===== src/rtl/relu_pool.sv =====
// ReLU followed by 2x2 stride-2 max pooling over a word-addressed feature map.
// Each output takes six read cycles plus one write cycle.

module relu_pool #(
  parameter int unsigned IN_DIM  = 26,
  parameter logic [31:0] RD_BASE = 32'h0000_0000,
  parameter logic [31:0] WR_BASE = 32'h0000_0000
) (
  input  logic        clk,
  input  logic        rst,
  input  logic        ready,
  output logic        R_req,
  output logic [31:0] R_addr,
  input  logic [31:0] R_data,
  output logic [3:0]  W_req,
  output logic [31:0] W_addr,
  output logic [31:0] W_data,
  output logic        done
);

  localparam int unsigned OUT_DIM = IN_DIM / 2;
  localparam int unsigned IdxW    = (OUT_DIM > 1) ? $clog2(OUT_DIM) : 1;
  localparam logic [IdxW-1:0] LastIdx = IdxW'(OUT_DIM - 1);

  typedef enum logic [1:0] {StIdle, StRead, StWrite, StDone} state_e;

  state_e          state_q, state_d;
  logic [2:0]      cnt_q, cnt_d;
  logic [IdxW-1:0] ox_q, ox_d, oy_q, oy_d;
  logic [31:0]     max_q, max_d;
  logic [31:0]     r_addr_q, r_addr_d;
  logic [3:0]      w_req_q, w_req_d;
  logic [31:0]     w_addr_q, w_addr_d;
  logic [31:0]     w_data_q, w_data_d;
  logic            done_q, done_d;

  logic [31:0] relu_data, win_row, win_col, win_addr, out_addr;
  logic        last_out;

  assign relu_data = R_data[31] ? 32'h0 : R_data;
  assign last_out  = (ox_q == LastIdx) && (oy_q == LastIdx);

  // Window order follows cnt: bit 1 selects the row offset, bit 0 the column offset.
  assign win_row  = (32'(oy_q) << 1) + 32'(cnt_q[1]);
  assign win_col  = (32'(ox_q) << 1) + 32'(cnt_q[0]);
  assign win_addr = RD_BASE + ((win_row * IN_DIM + win_col) << 2);
  assign out_addr = WR_BASE + ((32'(oy_q) * OUT_DIM + 32'(ox_q)) << 2);

  always_comb begin
    state_d  = state_q;
    cnt_d    = 3'd0;
    ox_d     = ox_q;
    oy_d     = oy_q;
    max_d    = max_q;
    r_addr_d = r_addr_q;
    case (state_q)
      StIdle: begin
        if (ready) state_d = StRead;
      end
      StRead: begin
        cnt_d = cnt_q + 3'd1;
        if (cnt_q < 3'd4) r_addr_d = win_addr;
        // Read data lags its address by two counts.
        if (cnt_q == 3'd2) begin
          max_d = relu_data;
        end else if (cnt_q >= 3'd3 && $signed(relu_data) > $signed(max_q)) begin
          max_d = relu_data;
        end
        if (cnt_q == 3'd5) begin
          state_d = StWrite;
          cnt_d   = 3'd0;
        end
      end
      StWrite: begin
        if (last_out) begin
          state_d = StDone;
          ox_d    = '0;
          oy_d    = '0;
        end else begin
          state_d = StRead;
          if (ox_q == LastIdx) begin
            ox_d = '0;
            oy_d = oy_q + IdxW'(1);
          end else begin
            ox_d = ox_q + IdxW'(1);
          end
        end
      end
      StDone: begin
        state_d = StDone;
      end
      default: begin
        state_d = StIdle;
      end
    endcase
  end

  always_comb begin
    w_req_d  = 4'h0;
    w_addr_d = w_addr_q;
    w_data_d = w_data_q;
    if (state_q == StWrite) begin
      w_req_d  = 4'hF;
      w_addr_d = out_addr;
      w_data_d = max_q;
    end
  end

  assign done_d = (state_q == StDone);

  always_ff @(posedge clk) begin
    if (rst) begin
      state_q  <= StIdle;
      cnt_q    <= 3'd0;
      ox_q     <= '0;
      oy_q     <= '0;
      max_q    <= 32'h0;
      r_addr_q <= 32'h0;
      w_req_q  <= 4'h0;
      w_addr_q <= 32'h0;
      w_data_q <= 32'h0;
      done_q   <= 1'b0;
    end else begin
      state_q  <= state_d;
      cnt_q    <= cnt_d;
      ox_q     <= ox_d;
      oy_q     <= oy_d;
      max_q    <= max_d;
      r_addr_q <= r_addr_d;
      w_req_q  <= w_req_d;
      w_addr_q <= w_addr_d;
      w_data_q <= w_data_d;
      done_q   <= done_d;
    end
  end

  assign R_req  = (state_q == StRead);
  assign R_addr = r_addr_q;
  assign W_req  = w_req_q;
  assign W_addr = w_addr_q;
  assign W_data = w_data_q;
  assign done   = done_q;

endmodule


===== config.mk =====
export PLATFORM = sky130hd
export DESIGN_NAME = relu_pool
export DESIGN_NICKNAME = d
export VERILOG_FILES = /design/src/rtl/relu_pool.sv
export SDC_FILE = /design/constraint.sdc
export NUM_CORES = 1
export LEC_CHECK = 0
export ABC_CLOCK_PERIOD_IN_PS = 4300
export CAP_MARGIN = 10
export CORE_MARGIN = 2
export CORE_UTILIZATION = 50
export DETAILED_ROUTE_END_ITERATION = 10
export DONT_BUFFER_PORTS = 1
export GPL_ROUTABILITY_DRIVEN = 0
export SLEW_MARGIN = 10
export SYNTH_ARGS = -nofsm -noshare
export SYNTH_HDL_FRONTEND = slang
export SYNTH_SLANG_ARGS = --single-unit

===== constraint.sdc =====
create_clock -name clk -period 4.3 [get_ports clk]
set_input_delay 0.86 -clock clk [delete_from_list [all_inputs] [get_ports clk]]
set_output_delay 0.86 -clock clk [all_outputs]
set_load 0.1 [all_outputs]

==> flow_summary.json <==
{
  "arrival_ns": 3.78,
  "grt_overflow": 0,
  "r2r_setup_slack_ns": 0.81,
  "ant_nets": 0,
  "yosys-top-cells-count": "nand2_1, dfxtp_1, a21oi_1",
  "rows": 40,
  "ctsHoldBuffers": 0,
  "avgSynthCellArea_um2": 8.348,
  "mappedNetlistArea_um2": 6136,
  "hold_end": "W_data[5]$_SDFFE_PP0P_",
  "port_buffers": 0,
  "ys_ff_latch": 98,
  "power_leakage_nw": 2.444,
  "critPathLaunchType": "register",
  "antenna_found_initial": 0,
  "cp_cell_sequence": "inv_1, ha_1, fa_1, inv_1, fa_1, xnor2_1, nor2b_1, a21boi_0, nand4_1, o41a_1, nor2_1",
  "synth_mux_area_share_pct": 5.057,
  "rr_worst_depth": 11,
  "max_slew_margin_pct": 26.79,
  "crit_fanout": 9,
  "post-place-ws_ns": 0.8154,
  "initial_core_util_pct": 51.08,
  "vias": 4519,
  "drv_slew": 0,
  "fin_nets": 825,
  "finalWirelength_um": 12400,
  "power_w": 0.001991,
  "cts_made_buffers": 9,
  "power_density_nw_per_um2": 314.8,
  "crit_family": "adder cells",
  "synth_top_flop_cell": "dfxtp_1",
  "critPathRequiredTime_ns": 4.58,
  "worst_clock_skew_ns": 0.005238,
  "cts_sinks": 98,
  "post-route-period-util_pct": 81.25,
  "synth_top_family_by_area": "simple AND/OR/NAND/NOR gates",
  "area_growth_pct": 3.059,
  "fmax_mhz": 286.2,
  "synth_xor_area_share_pct": 2.284,
  "clock_latency_ns": 0.35,
  "hold_ws_ns": 0.4665,
  "min_period_ns": 3.494,
  "synth_top_area_cell": "dfxtp_1",
  "coreArea_um2": 12010,
  "synth_cell_types": 48,
  "ioPinCount": 137,
  "synthAdderAreaFrac_pct": 16.03,
  "synthTopCellsByArea": "dfxtp_1, ha_1, nand2b_1",
  "drive_above_1_share_pct": 4.033,
  "htreeDepth": 3,
  "hold_violations": 0,
  "cts-root-buf": "clkbuf_16",
  "r2r-end": "R_addr[13]$_SDFFE_PP0P_",
  "grt_pass1_wl_um": 20000,
  "diodes": 0,
  "async_reset_ff_share_pct": 0,
  "drt_iter0_markers": 242,
  "hp-start": "max_q[5]$_SDFFE_PP0P_",
  "clockBufferDepth": 2,
  "drc": 0,
  "cts_setup_buffers": 0,
  "drt-wirelength-per-cell_um": 14.32,
  "path_clk_slew_ns": 0.06,
  "crit_type": "reg -> reg",
  "synthSimpleGateAreaFrac_pct": 22.45,
  "cap_violations": 0,
  "fin_ws_ns": 0.8063,
  "fin_util_pct": 52.65,
  "end_kind": "register",
  "tns_ns": 0,
  "setup_viol": 0,
  "synth_top_area_share_pct": 31.97,
  "place_hpwl_um": 8968,
  "timing.rr.start": "oy_q[0]$_SDFFE_PP0P_",
  "rsz0062_at_grt": "no",
  "synth_compound_area_share_pct": 10.87,
  "hold_class": "reg -> reg",
  "die_area_um2": 13170,
  "grt_max_degree": 133,
  "ys_seq_area_share_pct": 31.97,
  "status": "finished, final reports clean",
  "post-synth-top-count-cell": "nand2_1",
  "die_y_um": 114.8,
  "cpPeakStageDelay_ns": 0.54,
  "worstPathBufferInverterCount": 2,
  "synth_edf_count": 0,
  "dr.pass1.iters": 4,
  "grt_pass1_vias": 4328,
  "via_per_inst": 5.218,
  "grt_usage_pct": 19.02,
  "cts_resized": 0,
  "ys_warn_count": 0,
  "crit_slowest_cell": "fa_1",
  "vdd.ir_drop.worst_v": 0.0001416,
  "tightest_slew_ns": 1.104,
  "min_path_cells": 2,
  "cts_tree": "done",
  "die_w_um": 114.8,
  "cp-startpoint": "oy_q[0]$_SDFFE_PP0P_",
  "syn_inst": 735
}
## cell usage in the layout, fill, tap and decap left out, types with 4 or more instances in the layout
cell type / count
clkbuf_16: 9
fa_1: 6
dfxtp_1: 97
a211oi_1: 8
xnor2_1: 14
inv_1: 53
nand4_1: 10
nor2b_1: 34
a21o_1: 6
mux2i_1: 31
nand2_1: 106
nand3_1: 11
a21oi_1: 71
or2_2: 4
nand2b_1: 63
conb_1: 44
ha_1: 69
o21ai_0: 10
nor3_1: 4
nor2_1: 20
## layout make-up
| type | count | area, um2 |
|---|---|---|
| clock buffer | 12 | 256.5 |
| timing repair buffer | 4 | 42.54 |
| fill | 1146 | 5688 |
| inverter | 53 | 198.9 |
| clock inverter | 3 | 15.01 |
| sequential | 98 | 1966 |
| tap | 147 | 183.9 |
| multi-input combinational | 549 | 3661 |
## power by group
part	switching, W	leakage, nW	internal (W)
sequential	0.0000379	0.791	0.000913
combinational	0.000226	1.51	0.0000528
clock	0.000343	0.138	0.000418
total	0.000606	2.44	0.00138
## sequential cells by signal, summed over array words and instances, names as in the netlist
signal / cells
W_addr: 9
W_req: 1
max_q: 31
ox_q: 4
cnt_q: 3
done: 1
state_q: 2
R_addr: 12
W_data: 31
oy_q: 4
## how the worst max path moves through the flow
stage	end	cells after the start
detailed placement	R_addr[13]$_SDFFE_PP0P_	11
CTS	R_addr[13]$_SDFFE_PP0P_	11
global route	R_addr[13]$_SDFFE_PP0P_	11
floorplan	R_addr[13]$_SDFFE_PP0P_	11
global placement	R_addr[13]$_SDFFE_PP0P_	11
finish	R_addr[13]$_SDFFE_PP0P_	11
## tightest hold or removal path, stage by stage (launching register included)
cell and delay, ns:
dfxtp_1 0.32, nand2_1 0.06, a21oi_1 0.05
## metrics by stage
step / cells / instance area, um2
after floorplan: 778 / 6297
after global placement: 851 / 6052
after detailed placement: 851 / 6052
after CTS: 866 / 6324
after global routing: 866 / 6324
final: 866 / 6324
## kinds of logic after synthesis
group                      after synthesis
and+or+nand+nor                        270
other                                    1
buffers and inverters                  131
adders and majority gates               75
muxes                                   31
AOI/OAI and AO/OA                      113
xor gates and xnor gates                16
DFF                                     98
## metal layers
| metal | share of wire [%] | global-route usage [%] | wire [um] | vias up |
|---|---|---|---|---|
| li1 | - | - | - | 2308 |
| met1 | 44 | 22.34 | 5469 | 2111 |
| met2 | 49 | 33.77 | 6108 | 80 |
| met3 | 4.6 | 5.061 | 566 | 20 |
| met4 | 2.1 | 6.265 | 255 | 0 |
| met5 | 0 | 0 | 0 | - |
(Power assumes the default switching activity.)
